### src/rtl/coffee_pkg.sv
// Shared types and defaults for the coffee dispenser sequencer.
//   sched_state_e : scheduler FSM states
//   drink_t       : drink code at the default width
//   DEF_*         : default parameter values used by coffee_dispense_sched
package coffee_pkg;

  localparam int DEF_DRINK_W      = 3;
  localparam int DEF_TIMEOUT_CYC  = 1000;
  localparam int DEF_COOLDOWN_CYC = 4;

  typedef enum logic [1:0] {
    IDLE  = 2'd0,
    START = 2'd1,
    WAIT  = 2'd2,
    COOL  = 2'd3
  } sched_state_e;

  typedef logic [DEF_DRINK_W-1:0] drink_t;

endpackage

### src/rtl/coffee_dispense_sched_rr_arbiter.sv
// Combinational round-robin picker.
//   req_valid  in  N_REQ : pending requests
//   ptr        in  IW    : highest-priority index for this pick (must be < N_REQ)
//   grant_any  out 1     : at least one request pending
//   grant_idx  out IW    : index of the winner (0 when grant_any=0)
//   grant_oh   out N_REQ : one-hot winner (all zero when grant_any=0)
// Winner is the first set req_valid scanning ptr, ptr+1, ... modulo N_REQ.
module rr_arbiter
  import coffee_pkg::*;
#(
  parameter int N_REQ = 4,
  parameter int IW    = $clog2(N_REQ)
) (
  input  logic [N_REQ-1:0] req_valid,
  input  logic [IW-1:0]    ptr,
  output logic             grant_any,
  output logic [IW-1:0]    grant_idx,
  output logic [N_REQ-1:0] grant_oh
);

  // Candidate at scan offset gi is request (ptr + gi) mod N_REQ. One extra
  // bit on the sum keeps ptr + gi from wrapping before the modulo, which
  // matters when N_REQ is not a power of two.
  logic [IW-1:0]    cand_idx [N_REQ];
  logic [N_REQ-1:0] cand_vld;

  generate
    for (genvar gi = 0; gi < N_REQ; gi++) begin : g_cand
      logic [IW:0] sum;
      assign sum          = {1'b0, ptr} + (IW+1)'(gi);
      assign cand_idx[gi] = (sum >= (IW+1)'(N_REQ)) ? IW'(sum - (IW+1)'(N_REQ))
                                                    : sum[IW-1:0];
      assign cand_vld[gi] = req_valid[cand_idx[gi]];
    end
  endgenerate

  // Scan from the far end so the lowest offset (closest to ptr) wins.
  always_comb begin
    grant_any = |cand_vld;
    grant_idx = '0;
    for (int k = N_REQ - 1; k >= 0; k--) begin
      if (cand_vld[k]) begin
        grant_idx = cand_idx[k];
      end
    end
  end

  generate
    for (genvar gi = 0; gi < N_REQ; gi++) begin : g_oh
      assign grant_oh[gi] = grant_any && (grant_idx == IW'(gi));
    end
  endgenerate

endmodule

### src/rtl/coffee_dispense_sched.sv
// Coffee dispenser sequencer: grants one order at a time round-robin,
// issues a one-cycle start plus drink code, waits for the dispenser's
// completion (with timeout), reports status and enforces a cooldown.
//   clk         in  1              : clock, rising edge
//   rst_n       in  1              : asynchronous active-low reset
//   req_valid   in  N_REQ          : per-front-end order pending
//   req_drink   in  N_REQ*DRINK_W  : per-front-end drink code, slice i = requester i
//   req_ready   out N_REQ          : one-hot pulse, order accepted
//   done_valid  out N_REQ          : one-hot pulse, order finished
//   done_err    out 1              : with done_valid, 1 = timeout abort
//   disp_start  out 1              : one-cycle dispense command
//   disp_drink  out DRINK_W        : drink code, held through WAIT
//   disp_done   in  1              : dispenser completion pulse
//   busy        out 1              : FSM not in IDLE
//   active_id   out clog2(N_REQ)   : current grant index
module coffee_dispense_sched
  import coffee_pkg::*;
#(
  parameter int N_REQ        = 4,
  parameter int DRINK_W      = DEF_DRINK_W,
  parameter int TIMEOUT_CYC  = DEF_TIMEOUT_CYC,
  parameter int COOLDOWN_CYC = DEF_COOLDOWN_CYC
) (
  input  logic                       clk,
  input  logic                       rst_n,
  input  logic [N_REQ-1:0]           req_valid,
  input  logic [N_REQ*DRINK_W-1:0]   req_drink,
  output logic [N_REQ-1:0]           req_ready,
  output logic [N_REQ-1:0]           done_valid,
  output logic                       done_err,
  output logic                       disp_start,
  output logic [DRINK_W-1:0]         disp_drink,
  input  logic                       disp_done,
  output logic                       busy,
  output logic [$clog2(N_REQ)-1:0]   active_id
);

  localparam int IW = $clog2(N_REQ);
  localparam int TW = $clog2(TIMEOUT_CYC + 1);
  localparam int CW = $clog2(COOLDOWN_CYC + 1);

  sched_state_e       state_reg, state_next;
  logic [IW-1:0]      ptr_reg, ptr_next;
  logic [IW-1:0]      active_id_reg, active_id_next;
  logic [DRINK_W-1:0] disp_drink_reg, disp_drink_next;
  logic [TW-1:0]      to_cnt_reg, to_cnt_next;
  logic [CW-1:0]      cool_cnt_reg, cool_cnt_next;
  logic [N_REQ-1:0]   req_ready_reg, req_ready_next;
  logic [N_REQ-1:0]   done_valid_reg, done_valid_next;
  logic               done_err_reg, done_err_next;
  logic               disp_start_reg, disp_start_next;

  logic               grant_any;
  logic [IW-1:0]      grant_idx;
  logic [N_REQ-1:0]   grant_oh;
  logic [N_REQ-1:0]   active_oh;
  logic [DRINK_W-1:0] drink_arr [N_REQ];

  rr_arbiter #(
    .N_REQ (N_REQ),
    .IW    (IW)
  ) u_arb (
    .req_valid (req_valid),
    .ptr       (ptr_reg),
    .grant_any (grant_any),
    .grant_idx (grant_idx),
    .grant_oh  (grant_oh)
  );

  generate
    for (genvar gi = 0; gi < N_REQ; gi++) begin : g_slice
      assign drink_arr[gi] = req_drink[gi*DRINK_W +: DRINK_W];
      assign active_oh[gi] = (active_id_reg == IW'(gi));
    end
  endgenerate

  always_ff @(posedge clk or negedge rst_n) begin
    if (!rst_n) begin
      state_reg      <= IDLE;
      ptr_reg        <= '0;
      active_id_reg  <= '0;
      disp_drink_reg <= '0;
      to_cnt_reg     <= '0;
      cool_cnt_reg   <= '0;
      req_ready_reg  <= '0;
      done_valid_reg <= '0;
      done_err_reg   <= 1'b0;
      disp_start_reg <= 1'b0;
    end else begin
      state_reg      <= state_next;
      ptr_reg        <= ptr_next;
      active_id_reg  <= active_id_next;
      disp_drink_reg <= disp_drink_next;
      to_cnt_reg     <= to_cnt_next;
      cool_cnt_reg   <= cool_cnt_next;
      req_ready_reg  <= req_ready_next;
      done_valid_reg <= done_valid_next;
      done_err_reg   <= done_err_next;
      disp_start_reg <= disp_start_next;
    end
  end

  // The timeout counter is zero during START and advances on every edge from
  // there, so it reads k in the k-th WAIT cycle. Aborting on the edge where it
  // reads TIMEOUT_CYC-1 places the error pulse TIMEOUT_CYC cycles after START.
  always_comb begin
    state_next      = state_reg;
    ptr_next        = ptr_reg;
    active_id_next  = active_id_reg;
    disp_drink_next = disp_drink_reg;
    to_cnt_next     = to_cnt_reg;
    cool_cnt_next   = cool_cnt_reg;
    req_ready_next  = '0;
    done_valid_next = '0;
    done_err_next   = 1'b0;
    disp_start_next = 1'b0;

    case (state_reg)
      IDLE: begin
        if (grant_any) begin
          active_id_next  = grant_idx;
          disp_drink_next = drink_arr[grant_idx];
          ptr_next        = (grant_idx == IW'(N_REQ - 1)) ? '0 : grant_idx + IW'(1);
          to_cnt_next     = '0;
          req_ready_next  = grant_oh;
          disp_start_next = 1'b1;
          state_next      = START;
        end
      end

      START: begin
        to_cnt_next = to_cnt_reg + TW'(1);
        state_next  = WAIT;
      end

      WAIT: begin
        // A completion in the final WAIT cycle beats the abort.
        if (disp_done) begin
          done_valid_next = active_oh;
          done_err_next   = 1'b0;
          cool_cnt_next   = '0;
          state_next      = COOL;
        end else if (to_cnt_reg == TW'(TIMEOUT_CYC - 1)) begin
          done_valid_next = active_oh;
          done_err_next   = 1'b1;
          cool_cnt_next   = '0;
          state_next      = COOL;
        end else begin
          to_cnt_next = to_cnt_reg + TW'(1);
        end
      end

      COOL: begin
        // disp_done is deliberately not looked at here: late callbacks vanish.
        if (cool_cnt_reg == CW'(COOLDOWN_CYC - 1)) begin
          state_next = IDLE;
        end else begin
          cool_cnt_next = cool_cnt_reg + CW'(1);
        end
      end

      default: begin
        state_next = IDLE;
      end
    endcase
  end

  assign req_ready  = req_ready_reg;
  assign done_valid = done_valid_reg;
  assign done_err   = done_err_reg;
  assign disp_start = disp_start_reg;
  assign disp_drink = disp_drink_reg;
  assign active_id  = active_id_reg;
  assign busy       = (state_reg != IDLE);

endmodule
### config.mk
export PLATFORM = sky130hd
export DESIGN_NAME = coffee_dispense_sched
export DESIGN_NICKNAME = d
export VERILOG_FILES = /design/src/rtl/coffee_pkg.sv /design/src/rtl/coffee_dispense_sched_rr_arbiter.sv /design/src/rtl/coffee_dispense_sched.sv
export SDC_FILE = /design/constraint.sdc
export NUM_CORES = 1
export LEC_CHECK = 0
export ABC_CLOCK_PERIOD_IN_PS = 3300
export BUFFER_PORTS_ARGS = -buffer_cell sky130_fd_sc_hd__buf_2
export CORE_MARGIN = 4
export CORE_UTILIZATION = 55
export DETAILED_ROUTE_END_ITERATION = 8
export GPL_TIMING_DRIVEN = 0
export PLACE_DENSITY = 0.89
export RECOVER_POWER = 25
export REMOVE_ABC_BUFFERS = 1
export SYNTH_ARGS = -nofsm -noshare
export SYNTH_HDL_FRONTEND = slang
export SYNTH_HIERARCHICAL = 1
export SYNTH_SLANG_ARGS = --single-unit
### constraint.sdc
create_clock -name clk -period 3.3 [get_ports clk]
set_clock_uncertainty 0.2 [all_clocks]
set_input_delay 0.165 -clock clk [delete_from_list [all_inputs] [get_ports clk]]
set_output_delay 0.165 -clock clk [all_outputs]
set_load 0.01 [all_outputs]
---- Yosys cells after proc, flatten, opt, wreduce, memory -nomap -nowiden ----
Index checks and enable logic that the tools add are counted.
operators by class
  add/subtract/negate cells ............... 10
  $lt $le $gt $ge ......................... 9
  equal/unequal tests ..................... 17
  multiplexer cells ....................... 43
  bitwise gates (word level) .............. 1
  reduce and logical (&&, ||, !) cells .... 15
operators with widths
  cell                   count
  $mux 10                3
  $pmux 10 s3            1
  $mux 2                 13
  $mux 4                 5
  $mux 3                 5
  $eq 2x2->1 const B     6
  $ge 3x3->1 const B     4
  $lt 2x3->1 const B     4
  $add 10x1->10 const B  1
  $eq 10x10->1 const B   1
  $mux 1                 9
  $bmux 1 s2             4
  $ne 2x2->1 const B     4
  $pmux 2 s4             1
  $sub 2x1->2 const B    4
  $add 2x2->3 const B    2
  $bmux 3 s2             1
  $eq 2x1->1 const B     3
  $logic_not 2->1        3
  $pmux 3 s2             1
  $reduce_and 3->1       2
  $logic_and 1x1->1      4
  $reduce_and 4->1       1
  $reduce_bool 2->1      2
  11 further kinds       11
storage, ports and cells
  bits in registers ....................... 32
  bits of input ports ..................... 19
  output and inout port bits .............. 16
  word-level logic and storage cells ...... 105

---- Logic depth before layout (Yosys ltp) ----
  word-level depth ........................ 13
  depth in mapped cells ................... 8
  mapped depth without buffers ............ 6

---- By module ----
Netlist, hierarchy kept.
by module, submodules not included
  module                 instances  cells each  area an instance (um^2)  seq. area each (um^2)
  coffee_dispense_sched  1          143         1646.6                   800.8
  rr_arbiter             1          30          175.2                    0.0

---- Worst setup path before layout ----
No wires, ideal clock.
  path kind ............................... register -> register
  start point ............................. register ptr_reg[0]
  end point ............................... register disp_drink_reg[0], in the netlist disp_drink[0]
  library setup time ...................... 0.125 ns
  arrival ................................. 2.179 ns
  required time ........................... 2.975 ns
  path slack .............................. 0.797 ns
  stages on the path, launching flop included .. 6
  path buffers ............................ 0
  cell sequence ........................... dfrtp_1 > nor2b_2 > o21bai_1 > a211oi_1 > mux4_2 > mux2_2
between the ends
  longest elaborated chain between the ends .. 13
  elaborated cells between the ends (all ways) .. 33
  those cells by class .................... 7 x add/sub; 4 x order compare; 19 x mux; 1 x bitwise; 2 x reduce/logical
RTL lines
  element                                           line                                    RTL
  start: declaration                                coffee_dispense_sched.sv:43             logic [IW-1:0] ptr_reg, ptr_next;
  start signal: assignment                          coffee_dispense_sched.sv:91             ptr_reg <= ptr_next;
  $add 2x2->3                                       coffee_dispense_sched_rr_arbiter.sv:30  assign sum = {1'b0, ptr} + (IW+1)'(gi);
  $ge 3x3->1 / $sub 2x1->2 (equally long branches)  coffee_dispense_sched_rr_arbiter.sv:31  assign cand_idx[gi] = (sum >= (IW+1)'(N_REQ)) ? IW'(sum - (IW+1)'(N_REQ))
  $mux 2                                            coffee_dispense_sched_rr_arbiter.sv:31
  $bmux 1 s2                                        coffee_dispense_sched_rr_arbiter.sv:33  assign cand_vld[gi] = req_valid[cand_idx[gi]];
  $mux 1 (not written as such)                      coffee_dispense_sched_rr_arbiter.sv:33
  $mux 2 (3 in series)                              coffee_dispense_sched_rr_arbiter.sv:42  if (cand_vld[k]) begin
  $mux 2 (*)                                        coffee_dispense_sched_rr_arbiter.sv:42
  named net grant_idx[0]                            coffee_dispense_sched.sv:54             logic [IW-1:0] grant_idx;
  $not 2->3 (not written as such) (*)               coffee_dispense_sched.sv:122            disp_drink_next = drink_arr[grant_idx];
  $bmux 3 s2 (*)                                    coffee_dispense_sched.sv:122
  $mux 3 (not written as such) (*) (2 in series)    coffee_dispense_sched.sv:122
  end signal: assignment                            coffee_dispense_sched.sv:93             disp_drink_reg <= disp_drink_next;
  end: declaration                                  coffee_dispense_sched.sv:45             logic [DRINK_W-1:0] disp_drink_reg, disp_drink_next;
The timed path passes the listed nets; every way through them passes the cells marked *. The select of a mux whose other input is x is not followed.
A chain may end at the register's enable or synchronous reset.

---- Final worst setup path ----
  start point ............................. register ptr_reg[0]
  end point ............................... register disp_drink_reg[1], in the netlist disp_drink[1]
The elaborated chain is that of the path after synthesis.

==> results.cfg <==
[die]
design.die.area_um2 = 4297
chipWidth_um = 65.55
design.core.area_um2 = 3103
initial_utilization = 0.5871
io_pins = 35
die-height_um = 65.55
num_rows = 20

[logic_synthesis]
yosys_reg_bits = 32
synth_top_area_frac = 0.4396
syn-cell-area_um2 = 1822
netlist_instances = 173
syn_avg_cell_area_um2 = 10.53
synthesis.yosys.warnings = 6
synth.yosys.seq_area_share = 0.4396
post-synth-top-area-cell = dfrtp_1
ys_top_cells_by_area = dfrtp_1 (44%), o31ai_1 (5.8%), ha_1 (5.5%), mux2_2 (3.7%), mux4_2 (3.7%)
netlist-cell-type-count = 45

[timing]
crit_share_post_route = 0.8573
hold-worst-slack_ps = 63.04
rsz_0062_raised_after_global_routing = no
fmax_ghz = 0.3535
report.final.hold_viol_count = 0
timing.final.max_slew_violations = 33
final_setup_violation_count = 0
slew_headroom = -0.07963
fin_crit_ps = 2829
fin_tns_setup_ps = 0
worst-slew-pin-transition_ps = 1619

[setup_path]
crit_path_cell_trace = nor2b_2, o21bai_1, a211oi_1, mux4_2, mux2_2
critPathRequiredTime_ps = 3330
critical_path_class = flop to flop
cp-start-kind = flop
element_type_at_the_critical_path_end = flop
critical_path_arrival_ps = 2860
critical_path.max_stage_delay_ps = 880
critical_path.startpoint = ptr_reg[0]
path_max_fanout = 9
r2r_start = ptr_reg[0]
crit_path_top_delay_cell = a211oi_1

[run_status]
outcome = complete, but fails checks
failed_checks = capacitance limit, slew limit

[placed_design]
globalplace.congestion = 0.7994
post_dp_hpwl_mm = 2.613
numPlacedInstances = 243
numPortBuffers = 34

[finish]
mostFrequentLayoutCells = buf_2 (33), dfrtp_1 (32), o31ai_1 (14)
fillerInstances = 263
final_cell_count_no_fill = 253
area.sequential_um2 = 800.8
drive_gt1_frac = 0.2632
postLayoutCoreUtil = 0.6706
antenna_cells_inserted = 0
largest_register_ff_count = 10
area_growth_pct = 14.22
multiInputGateArea_um2 = 935.9
nNetsFinal = 235
mostFrequentLayoutCell = buf_2

[hold_path]
holdCritStartpoint = req_valid[2]
holdCritPathClass = primary input to flop

[global_routing]
grt_start_max_net_pins = 33
grt_overflow = 0
grt_pass1_wl_mm = 6.285
via_count_of_the_first_global_routing_pass = 1396
globalRouteTotalUtil = 0.1955
number_of_antenna_violations_at_the_first_check_in_global_routing = 0

[detailed_routing]
drt-total-wl_mm = 3.588
post_drt_via_cell_ratio = 5.676
detailedRoute.firstIterationViolations = 92
ant_nets = 0
dr_total_vias = 1436
drc_errors = 0
firstDrtPassIters = 4
drt-wirelength-per-cell_um = 14.18

[power_and_ir_drop]
power_report.internal_total_uw = 956.9
power_switching_uw = 676.6
sw_frac_of_total = 0.4142
vdd.ir_drop.worst_mv = 0.4575
power.static_leakage_nw = 1.002
combPwrFrac = 0.490
power_frac_clock = 0.146
share_seq_of_total_power = 0.364
power_dens_cells_nw_per_um2 = 785.0

[cts]
cts.reportedPaths.clkPinSlew_ps = 90
cts_made_buffers = 5
cts_htree_levels = 2
max-clock-path-buffers = 2
cts.sink_count = 32
cts_tree = built
cts_root_buffer = clkbuf_4
clk_latency_ps = 350
post_cts_resized = 0

[flow_run]
maxCapViolations = 1
[critical path, delay by kind of cell (launching register included)]
kind,cells,cell delay (ps)
flops,1,500
mux,2,870
simple gates,1,100
compound gates,2,1060
[worst paths after layout]
path,slack [ps],cells after the start,end
worst max-delay path,470,5,disp_drink[1]
worst min-delay path,60,3,req_ready[2]
worst max register to register,470,5,disp_drink[1]
worst min register to register,290,1,to_cnt_reg[8]
max in group asynchronous,1400,2,done_valid[1]
min in group asynchronous,550,2,done_valid[3]
[synth_stat cells, drive strengths merged]
cell type  number
nor2           10
nor3            5
and2            1
mux2i           3
o41ai           2
inv            11
and2b           1
clkbuf          1
o31ai          14
a211o           1
o31a            2
and4            3
o2111a          1
a41oi           1
and3            7
a31oi           4
nand2           9
mux2            6
nor2b           3
a2111oi         1
a21oi           5
nand2b          4
o311a           1
o21ai          11
o221a           1
nor3b           2
and3b           1
buf             7
mux4            3
nand4b          1
dfrtp          32
nand4           1
nand3           6
o32a            1
ha              8
a211oi          1
o21bai          1
and4bb          1
[cell families (layout without fill, tap and decap cells)]
logic type      after synthesis  in the layout  share of synthesized area
buf+inv                      19             55                    0.04670
simple gates                 55             55                     0.1772
flops                        32             32                     0.4396
fa+ha+maj                     8              8                    0.05495
mux                          12             12                    0.09065
compound gates               47             47                     0.1909
[power groups by stage]
stage	clock network (mW)	logic, mW	registers (mW)
after floorplan	0	0.578	0.607
after global placement	0	0.785	0.596
after detailed placement	0	0.805	0.601
after CTS	0.242	0.809	0.594
after global routing	0.264	0.899	0.611
final	0.238	0.800	0.595
[repair_timing]
item,in CTS,in global routing
setup buffers,0,0
hold endpoints to repair,33,0
hold buffers,2,0
[per-layer routing]
| metal | share of wire | vias up | GRT usage |
|---|---|---|---|
| li1 | - | 715 | - |
| met1 | 0.44 | 673 | 0.2417 |
| met2 | 0.47 | 41 | 0.3059 |
| met3 | 0.064 | 7 | 0.07179 |
| met4 | 0.020 | 0 | 0.08549 |
| met5 | 0 | - | 0 |
[layout make-up]
cell class / instances / share of cell area
flip-flops and latches: 32 / 0.3848
clock buffers: 8 / 0.02826
inverters: 11 / 0.01984
well taps: 44 / 0.02646
multi-input cells: 122 / 0.4498
repair buffers: 36 / 0.09080
[through the flow]
step	power (mW)	setup WS (ps)	area (um^2)
floorplan	1.185	796.6	1778
global placement	1.381	544.6	2003
detailed placement	1.406	478.1	2003
CTS	1.645	470.3	2082
global route	1.774	185.2	2081
finish	1.633	470.8	2081
No activity file was read; power rests on OpenSTA's default activity.
